## config.mk

```make
export PLATFORM = sky130hd
export DESIGN_NAME = weapon_controller
export DESIGN_NICKNAME = d
export VERILOG_FILES = /design/src/rtl/weapon_pkg.sv /design/src/rtl/rise_edge.sv /design/src/rtl/weapon_controller.sv
export SDC_FILE = /design/constraint.sdc
export NUM_CORES = 1
export LEC_CHECK = 0
export CAP_MARGIN = 20
export CELL_PAD_IN_SITES_DETAIL_PLACEMENT = 1
export CELL_PAD_IN_SITES_GLOBAL_PLACEMENT = 2
export CORE_UTILIZATION = 33
export CTS_CLUSTER_DIAMETER = 40
export DETAILED_ROUTE_END_ITERATION = 12
export PLACE_DENSITY = 0.82
export SLEW_MARGIN = 30
export SYNTH_ARGS = -nofsm -noshare
export SYNTH_HDL_FRONTEND = slang
export SYNTH_SLANG_ARGS = --single-unit
```

## constraint.sdc

```tcl
create_clock -name clk -period 2.7 [get_ports clk]
set_input_delay 0.81 -clock clk [delete_from_list [all_inputs] [get_ports clk]]
set_output_delay 0.81 -clock clk [all_outputs]
set_load 0.05 [all_outputs]
```

## src/rtl/weapon_pkg.sv

```systemverilog
// Shared weapon definitions: FSM state encoding and the one-hot fire_state codes
// that enemy_controller decodes.
package weapon_pkg;

    typedef enum logic [2:0] {
        ST_DISARMED,
        ST_LOADED,
        ST_FIRED,
        ST_COOLDOWN,
        ST_EMPTY,
        ST_RELOADING
    } state_t;

    localparam logic [2:0] FIRE_LOADED = 3'b001;
    localparam logic [2:0] FIRE_FIRED  = 3'b010;
    localparam logic [2:0] FIRE_IDLE   = 3'b100;

    // Maps a state onto the code presented to enemy_controller.
    function automatic logic [2:0] fire_code(input state_t s);
        case (s)
            ST_LOADED: return FIRE_LOADED;
            ST_FIRED:  return FIRE_FIRED;
            default:   return FIRE_IDLE;
        endcase
    endfunction

endpackage

```

## src/rtl/rise_edge.sv

```systemverilog
// Rising-edge detector: one history register, edge = level & ~previous level.
module rise_edge (
    input  logic clk,
    input  logic rst,
    input  logic level_i,
    output logic edge_o
);

    logic level_q;

    always_ff @(posedge clk or posedge rst) begin
        if (rst) level_q <= 1'b0;
        else     level_q <= level_i;
    end

    assign edge_o = level_i & ~level_q;

endmodule

```

## src/rtl/weapon_controller.sv

```systemverilog
// Weapon FSM: arm on start, fire/cooldown per shot, reload from empty or tactically.
// Optional WEAPON_AUTOFIRE_EN: a held trigger refires whenever the weapon is loaded.
import weapon_pkg::*;

module weapon_controller #(
    parameter int MAG_SIZE     = 3,
    parameter int COOL_TICKS   = 1,
    parameter int RELOAD_TICKS = 2
) (
    input  logic       clk,
    input  logic       rst,
    input  logic       sec_tick,
    input  logic       start,
    input  logic       game_over,
    input  logic       fire_btn,
    input  logic       reload_btn,
    output logic [2:0] fire_state,
    output logic [3:0] ammo,
    output logic       empty_flag
);

    localparam logic [3:0] MAG         = 4'(MAG_SIZE);
    localparam logic [2:0] COOL_LAST   = 3'(COOL_TICKS - 1);
    localparam logic [2:0] RELOAD_LAST = 3'(RELOAD_TICKS - 1);

    state_t     state_q, state_d;
    logic [3:0] ammo_q, ammo_d;
    logic [2:0] tick_cnt_q, tick_cnt_d;
    logic [2:0] fire_state_q;
    logic       empty_q;
    logic       start_edge, fire_edge, reload_edge, fire_trig;

    rise_edge u_start_edge  (.clk(clk), .rst(rst), .level_i(start),      .edge_o(start_edge));
    rise_edge u_fire_edge   (.clk(clk), .rst(rst), .level_i(fire_btn),   .edge_o(fire_edge));
    rise_edge u_reload_edge (.clk(clk), .rst(rst), .level_i(reload_btn), .edge_o(reload_edge));

`ifdef WEAPON_AUTOFIRE_EN
    assign fire_trig = fire_btn;
`else
    assign fire_trig = fire_edge;
`endif

    // The shared tick counter is cleared on every entry into COOLDOWN or RELOADING,
    // so a tick landing on the entry clock is never credited to the new state.
    always_comb begin
        state_d    = state_q;
        ammo_d     = ammo_q;
        tick_cnt_d = tick_cnt_q;
        if (game_over) begin
            state_d    = ST_DISARMED;
            tick_cnt_d = '0;
        end else begin
            case (state_q)
                ST_DISARMED: if (start_edge) begin
                    state_d = ST_LOADED;
                    ammo_d  = MAG;
                end
                ST_LOADED: begin
                    if (fire_trig && ammo_q != 4'd0) begin
                        state_d = ST_FIRED;
                        ammo_d  = ammo_q - 4'd1;
                    end else if (reload_edge && ammo_q < MAG) begin
                        state_d    = ST_RELOADING;
                        tick_cnt_d = '0;
                    end
                end
                ST_FIRED: begin
                    state_d    = (ammo_q != 4'd0) ? ST_COOLDOWN : ST_EMPTY;
                    tick_cnt_d = '0;
                end
                ST_COOLDOWN: if (sec_tick) begin
                    if (tick_cnt_q == COOL_LAST) begin
                        state_d    = ST_LOADED;
                        tick_cnt_d = '0;
                    end else begin
                        tick_cnt_d = tick_cnt_q + 3'd1;
                    end
                end
                ST_EMPTY: if (reload_edge) begin
                    state_d    = ST_RELOADING;
                    tick_cnt_d = '0;
                end
                ST_RELOADING: if (sec_tick) begin
                    if (tick_cnt_q == RELOAD_LAST) begin
                        state_d    = ST_LOADED;
                        ammo_d     = MAG;
                        tick_cnt_d = '0;
                    end else begin
                        tick_cnt_d = tick_cnt_q + 3'd1;
                    end
                end
                default: state_d = ST_DISARMED;
            endcase
        end
    end

    // Outputs are registered from the next state so they change cleanly with it.
    always_ff @(posedge clk or posedge rst) begin
        if (rst) begin
            state_q      <= ST_DISARMED;
            ammo_q       <= 4'd0;
            tick_cnt_q   <= 3'd0;
            fire_state_q <= FIRE_IDLE;
            empty_q      <= 1'b0;
        end else begin
            state_q      <= state_d;
            ammo_q       <= ammo_d;
            tick_cnt_q   <= tick_cnt_d;
            fire_state_q <= fire_code(state_d);
            empty_q      <= (state_d == ST_EMPTY);
        end
    end

    assign fire_state = fire_state_q;
    assign ammo       = ammo_q;
    assign empty_flag = empty_q;

endmodule

```

# After elaboration in Yosys (flattened, before gate mapping)
# Cells that the tools add are included.
[word_totals]
output_inout_bits = 8
in_bits = 7
register_bits = 17
wordCells = 71
[classes]
eq_ne = 18
reduce_logical = 9
mux = 26
n_lt_le_gt_ge = 1
addsub = 2
bitwise_logic = 7
[op_table]
columns = ["operator", "n"]
rows = [
  ["$mux 3", 18],
  ["$pmux 3 s6", 1],
  ["$mux 4", 4],
  ["$ne 3x3->1 const B", 5],
  ["$pmux 3 s5", 1],
  ["$pmux 4 s3", 1],
  ["$reduce_and 6->1", 2],
  ["$eq 3x1->1 const B", 3],
  ["$eq 3x2->1 const B", 3],
  ["$eq 3x3->1 const B", 3],
  ["$ne 2x2->1 const B", 4],
  ["$logic_not 3->1", 2],
  ["$pmux 3 s2", 1],
  ["$reduce_bool 6->1", 1],
  ["$lt 4x2->1 const B", 1],
  ["$not 1->1", 4],
  ["$reduce_bool 4->1", 1],
  ["$sub 4x1->4 const B", 1],
  ["$add 3x1->3 const B", 1],
  ["$and 1x1->1", 3],
  ["$reduce_bool 3->1", 1],
  ["$logic_and 1x1->1", 2],
]

# Depth between registers and ports, before layout
# Gate-level depths: netlist of the first run.
[logic_depth]
ltp_word = 9
mapped_depth = 8
depth_no_buf = 7

# Cells and area by module
# Synthesis of the first run repeated with hierarchy kept, for this count alone.
[unflattened]
hier_cells = 103
area_unflattened_um2 = 1089.8
[by_module_without_submodules]
columns = ["mod", "area_each_um2", "cells_per_inst", "seq_area_each_um2", "n_inst"]
rows = [
  ["weapon_controller", 962.2, 94, 351.6, 1],
  ["rise_edge", 42.5, 3, 25.0, 3],
]

# Worst setup path before layout of the first run
# Ideal clock, no wire load.
[synth_path]
kind = "register to register"
from = "register ammo_q[0] (netlist: ammo[0])"
to = "register tick_cnt_q[1]"
t_required_ns = 2.621
n_path_buf = 1
stages_incl_launch_ff = 8
setup_time_ns = 0.079
t_arrival_ns = 2.111
synth_period_minus_slack_ns = 2.190
path_slack_ns = 0.510
cell_sequence = "dfrtp_1 -> inv_1 -> ha_1 -> or3b_1 -> buf_2 -> a2111o_1 -> a21boi_2 -> mux2i_1"
[synth_via]
elab_chain_cells = 4
word_cells_on_any_way = 7
cone_classes = "order compare: 1; eq/ne: 2; reduce/logical: 4"
[synth_lines]
columns = ["element", "line_no", "rtl"]
rows = [
  ["start: declaration", "weapon_controller.sv:27", "logic [3:0] ammo_q, ammo_d;"],
  ["start signal: assignment", "weapon_controller.sv:107", "ammo_q <= ammo_d;"],
  ["$lt 4x2->1 or $reduce_bool 4->1 (tied branches)", "weapon_controller.sv:62, weapon_controller.sv:59", ""],
  ["$logic_and 1x1->1 (on tied branches)", "weapon_controller.sv:62, weapon_controller.sv:59", ""],
  ["$ne 3x3->1 (no line)", "n/a", ""],
  ["$reduce_and 6->1 (no line) *", "n/a", ""],
  ["end signal: assignment", "weapon_controller.sv:108", "tick_cnt_q <= tick_cnt_d;"],
  ["end: declaration", "weapon_controller.sv:28", "logic [2:0] tick_cnt_q, tick_cnt_d;"],
]
# Mark *: on every way between the ends. The rest lies on a longest branch, timed or not.
# A chain may end at the register's enable or synchronous reset.

# Worst setup path after layout of the first run
[layout_path]
from = "register fire_state_q[2] (netlist: fire_state[2])"
to = "output fire_state[2]"
[layout_lines]
columns = ["element", "line_no", "rtl"]
rows = [
  ["start: declaration", "weapon_controller.sv:29", "logic [2:0] fire_state_q;"],
  ["start signal: assignment", "weapon_controller.sv:109", "fire_state_q <= fire_code(state_d);"],
  ["end: declaration", "weapon_controller.sv:17", "output logic [2:0] fire_state,"],
]
# No word-level cell between the ends.

==> impl_metrics.tcl, run 1 <==
set metrics [dict create \
    outcome "completed" \
    fmax_mhz 412 \
    synth_flop_cell "sky130_fd_sc_hd__dfrtp_1" \
    power.switching_fraction 0.328 \
    worst_setup_path_start_kind "flip-flop" \
    peakVddDrop_mv 0.254 \
    cp-endpoint "fire_state[2]" \
    critical_path.cell_chain "clkdlybuf4s50_1" \
    postCtsSetupRepairBufs 0 \
    worst-endpoint-arrival_ns 1.62 \
    hold_viol_final 0 \
    vias_per_cell 5.24 \
    launch_point_of_the_worst_path "fire_state[2]" \
    layout-area-overhead-vs-synth_pct 19.2 \
    finalSetupTns_ns 0 \
    most-common-layout-cells "sky130_fd_sc_hd__dfrtp_1, sky130_fd_sc_hd__clkdlybuf4s50_1, sky130_fd_sc_hd__nand2b_1, sky130_fd_sc_hd__inv_1, sky130_fd_sc_hd__ha_1" \
    placedInstanceArea_mm2 0.00125 \
    clock-skew-final_ns 0.00704 \
    rows 20 \
    drv_slew 0 \
    r2r_start "ammo[0]" \
    drtIter0Drc 6 \
    postCtsHoldBufs 0 \
    worst_r2r_endpoint "tick_cnt_q[1]" \
    synth.ff_latch_count 17 \
    unrepaired_setup_endpoints_after_global_routing "false" \
    number_of_global_route_vias_before_repair 894 \
    switchingPower_w 0.000184 \
    critPathCaptureType "primary output" \
    power_density_mw_per_mm2 440 \
    final_common_cell "sky130_fd_sc_hd__dfrtp_1" \
    reg2regPathDepth 6 \
    power.sequential.fraction 0.509 \
    tritoncts_num_sinks 17 \
    fp.coreArea_mm2 0.00305 \
    number_of_detailed_route_iterations_in_the_first_pass 2 \
    share_clk_of_total_power 0.250 \
    fin_crit_ns 2.43 \
    gp_congestion 0.753 \
    cts-buffers-inserted 3 \
    timing.max_slew.rel_slack 0.544 \
    drive_gt1_frac 0.0984 \
    fp.dieArea_mm2 0.00347 \
    combined_buffer_and_inverter_count_along_the_critical_path 1 \
    max_stage_delay_ns 0.79 \
    clk_pin_slew_worst_paths_ns 0.10 \
    overflow 0 \
    p_int_w 0.000377 \
    critPathRequiredTime_ns 1.89 \
    drc 0 \
    clockRootBuffer "sky130_fd_sc_hd__clkbuf_4" \
    synth_warnings 0 \
    wirelength_mm 2.52 \
    critical_path_cell_count 1 \
    die_width_um 58.9 \
    share_comb_of_total_power 0.241 \
    synthCells 108 \
    maximum_number_of_pins_on_one_net_before_global_route_repair 18 \
    dp_hpwl_mm 1.93 \
    layout_worst_path_cycle_share 0.899 \
    clkLatencyLatePin_ns 0.29 \
    grt_pass1_wl_mm 4.20 \
    finalSetupViolations 0 \
    yosysSeqAreaShare 0.399 \
    cts_resized 0 \
    worst_pin_slew_ns 0.683 \
    cts_buffer_depth 2 \
    critical_path_class "reg2out" \
    synth_area_mm2 0.00107 \
    critical_path.max_fanout 1 \
    worst-r2r-setup-slack_ns 0.61 \
    maxCapViolCount 0 \
    floorplan.die.height_um 58.9 \
    cts_tree "done" \
    synth_area_per_cell_um2 9.89 \
    grtUsageTotal 0.162 \
    io-pin-count 15 \
    crit_slowest_cell "sky130_fd_sc_hd__clkdlybuf4s50_1" \
    route.antenna.remaining_nets 0 \
    num-nets-final 137 \
    crit_path_leading_delay_family "buffers and inverters" \
    initial_core_util 0.350 \
    via_count 870 \
    post_synth_num_cell_types 42 \
    count_of_antenna_diodes_in_the_layout 0 \
    grt_antenna_before_repair 0 \
    synth_enable_flop_cells 0 \
    asr_flop_ratio_synth 1.00 \
    design_area_mm2 0.00127 \
    holdCritPathClass "reg2reg" \
    post_synthesis_net_count 122 \
    wire_per_inst_um 15.2 \
    leakagePower_nw 0.542 \
    buffer_ports.inserted 14 \
    htree_num_levels 1 \
]
==> cells in the mapped netlist, types with 2 or more instances <==
library cell	instances	area (um^2)
sky130_fd_sc_hd__a211oi_1	2	15.0
sky130_fd_sc_hd__a221oi_1	2	17.5
sky130_fd_sc_hd__or2_2	4	25.0
sky130_fd_sc_hd__nand3b_1	2	15.0
sky130_fd_sc_hd__nor3b_1	3	22.5
sky130_fd_sc_hd__buf_2	2	10.0
sky130_fd_sc_hd__inv_1	8	30.0
sky130_fd_sc_hd__or3b_1	2	17.5
sky130_fd_sc_hd__nand3_1	2	10.0
sky130_fd_sc_hd__nand2b_1	8	50.1
sky130_fd_sc_hd__clkbuf_1	2	7.51
sky130_fd_sc_hd__dfrtp_1	16	400
sky130_fd_sc_hd__o31ai_1	3	22.5
sky130_fd_sc_hd__o21ai_0	2	10.0
sky130_fd_sc_hd__nand2_1	2	7.51
sky130_fd_sc_hd__ha_1	7	87.6
sky130_fd_sc_hd__nor3_1	2	10.0
sky130_fd_sc_hd__nor2b_1	6	37.5
sky130_fd_sc_hd__mux2i_1	3	30.0
sky130_fd_sc_hd__and4b_1	2	20.0
sky130_fd_sc_hd__nor2_1	6	22.5
sky130_fd_sc_hd__nor4_1	2	12.5
==> registers in the layout, indices dropped and copies added, names as in the netlist <==
| signal | cells |
|---|---|
| empty_flag | 1 |
| state_q | 3 |
| fire_state | 3 |
| ammo | 4 |
| u_start_edge.level_q | 1 |
| u_fire_edge.level_q | 1 |
| u_reload_edge.level_q | 1 |
| tick_cnt_q | 3 |
==> worst min-delay path by stage <==
| stage | startpoint | endpoint | slack, ns | cells past startpoint |
|---|---|---|---|---|
| final | ammo[0] | ammo[0] | 0.56 | 1 |
| after CTS | ammo[0] | ammo[0] | 0.57 | 1 |
| after floorplan | tick_cnt_q[1] | tick_cnt_q[1] | 0.55 | 2 |
| after global routing | ammo[0] | ammo[0] | 0.63 | 1 |
| after global placement | ammo[0] | ammo[0] | 0.55 | 1 |
| after detailed placement | ammo[0] | ammo[0] | 0.55 | 1 |
==> per-layer routing <==
| layer | vias up | wire length [um] | GRT usage |
|---|---|---|---|
| met2 | 10 | 1190 | 0.261 |
| met5 | - | 0 | 0 |
| met4 | 0 | 27 | 0.0510 |
| met3 | 4 | 55 | 0.0286 |
| li1 | 423 | - | - |
| met1 | 433 | 1240 | 0.221 |
==> area by class of cell <==
cell class	instances	area (um^2)
timing repair buffer	14	140
tap	44	55.1
clock inverter	1	5.00
multi-input combinational	79	594
fill	372	1780
clock buffer	3	22.5
sequential	17	427
inverter	8	30.0
==> through the flow <==
step,setup slack (ns),std cells,total power (W),utilization,hold slack [ns]
floorplan,0.510,108,0.000379,-,0.554
global placement,0.217,162,0.000424,0.408,0.554
detailed placement,0.183,162,0.000426,0.408,0.553
CTS,0.263,166,0.000569,0.417,0.568
global route,0.245,166,0.000591,0.417,0.626
finish,0.273,166,0.000561,0.417,0.565
==> worst reg2reg max path, cell delays in order, from the launching register on <==
cell and delay (ns):
sky130_fd_sc_hd__dfrtp_1 0.45, sky130_fd_sc_hd__inv_1 0.10, sky130_fd_sc_hd__ha_1 0.14, sky130_fd_sc_hd__or3b_1 0.45, sky130_fd_sc_hd__a2111o_1 0.45, sky130_fd_sc_hd__a21boi_2 0.24, sky130_fd_sc_hd__mux2i_1 0.21
==> logic make-up (layout without fill, tap and decap cells) <==
| logic type | count (synthesis) | count (layout) | synth area share |
|---|---|---|---|
| multiplexers | 4 | 4 | 0.0386 |
| adder cells (fa/ha/maj) | 7 | 7 | 0.0820 |
| XOR/XNOR | 1 | 1 | 0.00820 |
| AND/OR/NAND/NOR | 45 | 45 | 0.262 |
| AO/OA/AOI/OAI | 22 | 22 | 0.165 |
| flip-flops | 17 | 17 | 0.399 |
| buffers and inverters | 12 | 26 | 0.0445 |
==> power groups by stage <==
stage	Combinational, W	Clock, W	Sequential [W]
after CTS	0.000137	0.000146	0.000285
after floorplan	0.0000670	0	0.000312
after detailed placement	0.000136	0	0.000290
after global routing	0.000147	0.000155	0.000289
final	0.000135	0.000140	0.000285
after global placement	0.000135	0	0.000289
Power figures use the tool's default switching activity.
==> inputs of run 2 (changes only) <==
--- a/config.mk
+++ b/config.mk
@@ -11,6 +11,7 @@
 export CORE_UTILIZATION = 33
 export CTS_CLUSTER_DIAMETER = 40
 export DETAILED_ROUTE_END_ITERATION = 12
+export MAX_ROUTING_LAYER = met4
 export PLACE_DENSITY = 0.82
 export SLEW_MARGIN = 30
 export SYNTH_ARGS = -nofsm -noshare
==> run 2 against run 1 <==
Via count did not move. Non-clock buffer count did not move. First-iteration DRC count did not move. Routed wire length did not move. Critical endpoint unchanged. Highest routed layer unchanged.
==> impl_metrics.tcl, run 2 (same netlist as run 1, synthesis figures left out) <==
set metrics [dict create \
    nFillCells 372 \
    outcome "completed" \
    fp.dieArea_mm2 0.00347 \
    drtIter0Drc 6 \
    clkLatencyLatePin_ns 0.29 \
    worst-endpoint-arrival_ns 1.62 \
    number_of_global_route_vias_before_repair 894 \
    worst_setup_path_start_kind "flip-flop" \
    globalRouteMet3Util 0.0264 \
    register_area_um2 427 \
    postCtsSetupRepairBufs 0 \
    peakVddDrop_mv 0.254 \
    hold_viol_final 0 \
    die_width_um 58.9 \
    globalRouteMet2Util 0.261 \
    maxCapViolCount 0 \
    timing.max_slew.rel_slack 0.544 \
    dp_hpwl_mm 1.93 \
    buffer_ports.inserted 14 \
    worst_pin_slew_ns 0.683 \
    combined_buffer_and_inverter_count_along_the_critical_path 1 \
    reg2regPathDepth 6 \
    grt_met1_usage 0.223 \
    htree_num_levels 1 \
    max_stage_delay_ns 0.79 \
    unrepaired_setup_endpoints_after_global_routing "false" \
    multi_input_comb_area_um2 594 \
    hold_path_end "ammo[0]" \
    fin_cells 166 \
    layout_worst_path_cycle_share 0.899 \
    critPathCaptureType "primary output" \
    hold_path_depth 1 \
    count_of_antenna_diodes_in_the_layout 0 \
    cts_buffer_depth 2 \
    crit_path_leading_delay_family "buffers and inverters" \
    tritoncts_num_sinks 17 \
    holdCritPathClass "reg2reg" \
    cts_tree "done" \
    gp_congestion 0.763 \
    critical_path.max_fanout 1 \
    clock-skew-final_ns 0.00706 \
    rows 20 \
    floorplan.die.height_um 58.9 \
    crit_slowest_cell "sky130_fd_sc_hd__clkdlybuf4s50_1" \
    grt_antenna_before_repair 0 \
    power_density_mw_per_mm2 440 \
    critical_path.cell_chain "clkdlybuf4s50_1" \
    wirelength_mm 2.52 \
    most-common-layout-cells "sky130_fd_sc_hd__dfrtp_1, sky130_fd_sc_hd__clkdlybuf4s50_1, sky130_fd_sc_hd__nand2b_1, sky130_fd_sc_hd__inv_1, sky130_fd_sc_hd__ha_1" \
    drc 0 \
    finalSetupTns_ns 0 \
    place_ws_ns 0.183 \
    drive_gt1_frac 0.0984 \
    cts-buffers-inserted 3 \
    worst_r2r_endpoint "tick_cnt_q[1]" \
    worst-r2r-setup-slack_ns 0.61 \
    drv_slew 0 \
    final_critical_path_setup_slack_ns 0.273 \
    maximum_number_of_pins_on_one_net_before_global_route_repair 18 \
    holdCritStartpoint "ammo[0]" \
    finalSetupViolations 0 \
    placedInstanceArea_mm2 0.00125 \
    post-place-cells 162 \
    via_count 870 \
    flip_flop_count_of_the_largest_register_after_layout 4 \
    number_of_detailed_route_iterations_in_the_first_pass 2 \
    num-nets-final 137 \
    initial_core_util 0.350 \
    clk_pin_slew_worst_paths_ns 0.10 \
    grt_pass1_wl_mm 4.20 \
    critical_path_class "reg2out" \
    leakagePower_nw 0.542 \
    io-pin-count 15 \
    fp.coreArea_mm2 0.00305 \
    r2r_start "ammo[0]" \
    design_area_mm2 0.00127 \
    postCtsHoldBufs 0 \
    grtUsageTotal 0.167 \
    cts_resized 0 \
    layout-area-overhead-vs-synth_pct 19.2 \
    route.antenna.remaining_nets 0 \
    fin_crit_ns 2.43 \
    clockRootBuffer "sky130_fd_sc_hd__clkbuf_4" \
    wire_per_inst_um 15.2 \
    fmax_mhz 412 \
    critPathRequiredTime_ns 1.89 \
    overflow 0 \
    final_common_cell "sky130_fd_sc_hd__dfrtp_1" \
    vias_per_cell 5.24 \
    grt-busiest-layer "met2" \
]
==> run 2: layer usage <==
layer / part of all wire / routed length (um) / up-vias
met4: 0.011 / 27 / 0
met3: 0.019 / 49 / 4
met1: 0.50 / 1250 / 433
met5: 0 / 0 / -
met2: 0.47 / 1190 / 10
li1: - / - / 423
==> run 2: worst max path at each step <==
stage	startpoint	to	slack (ns)	depth (start not counted)
after CTS	fire_state[2]	fire_state[2]	0.26	1
after detailed placement	start	ammo[3]	0.18	6
after global placement	reload_btn	tick_cnt_q[1]	0.22	5
after floorplan	ammo[0]	tick_cnt_q[1]	0.51	7
after global routing	fire_state[2]	fire_state[2]	0.25	1
final	fire_state[2]	fire_state[2]	0.27	1
==> run 2: through the flow <==
stage	util	hold slack, ns	total power, W
after floorplan	-	0.554	0.000379
after global placement	0.408	0.554	0.000424
after detailed placement	0.408	0.553	0.000426
after CTS	0.417	0.568	0.000569
after global routing	0.417	0.626	0.000591
final	0.417	0.565	0.000561
==> run 2: report_power, final <==
group	total, W	leakage [nW]	switching (W)	internal [W]
clock network	0.000140	0.0177	0.0000850	0.0000551
logic	0.000135	0.308	0.0000823	0.0000528
registers	0.000285	0.216	0.0000165	0.000269
==> run 2: area by class of cell <==
cell class              instances  area share
inverters                       8      0.0236
clock inverters                 1     0.00393
clock buffers                   3      0.0177
repair buffers                 14       0.110
well taps                      44      0.0432
multi-input cells              79       0.467
flip-flops and latches         17       0.335
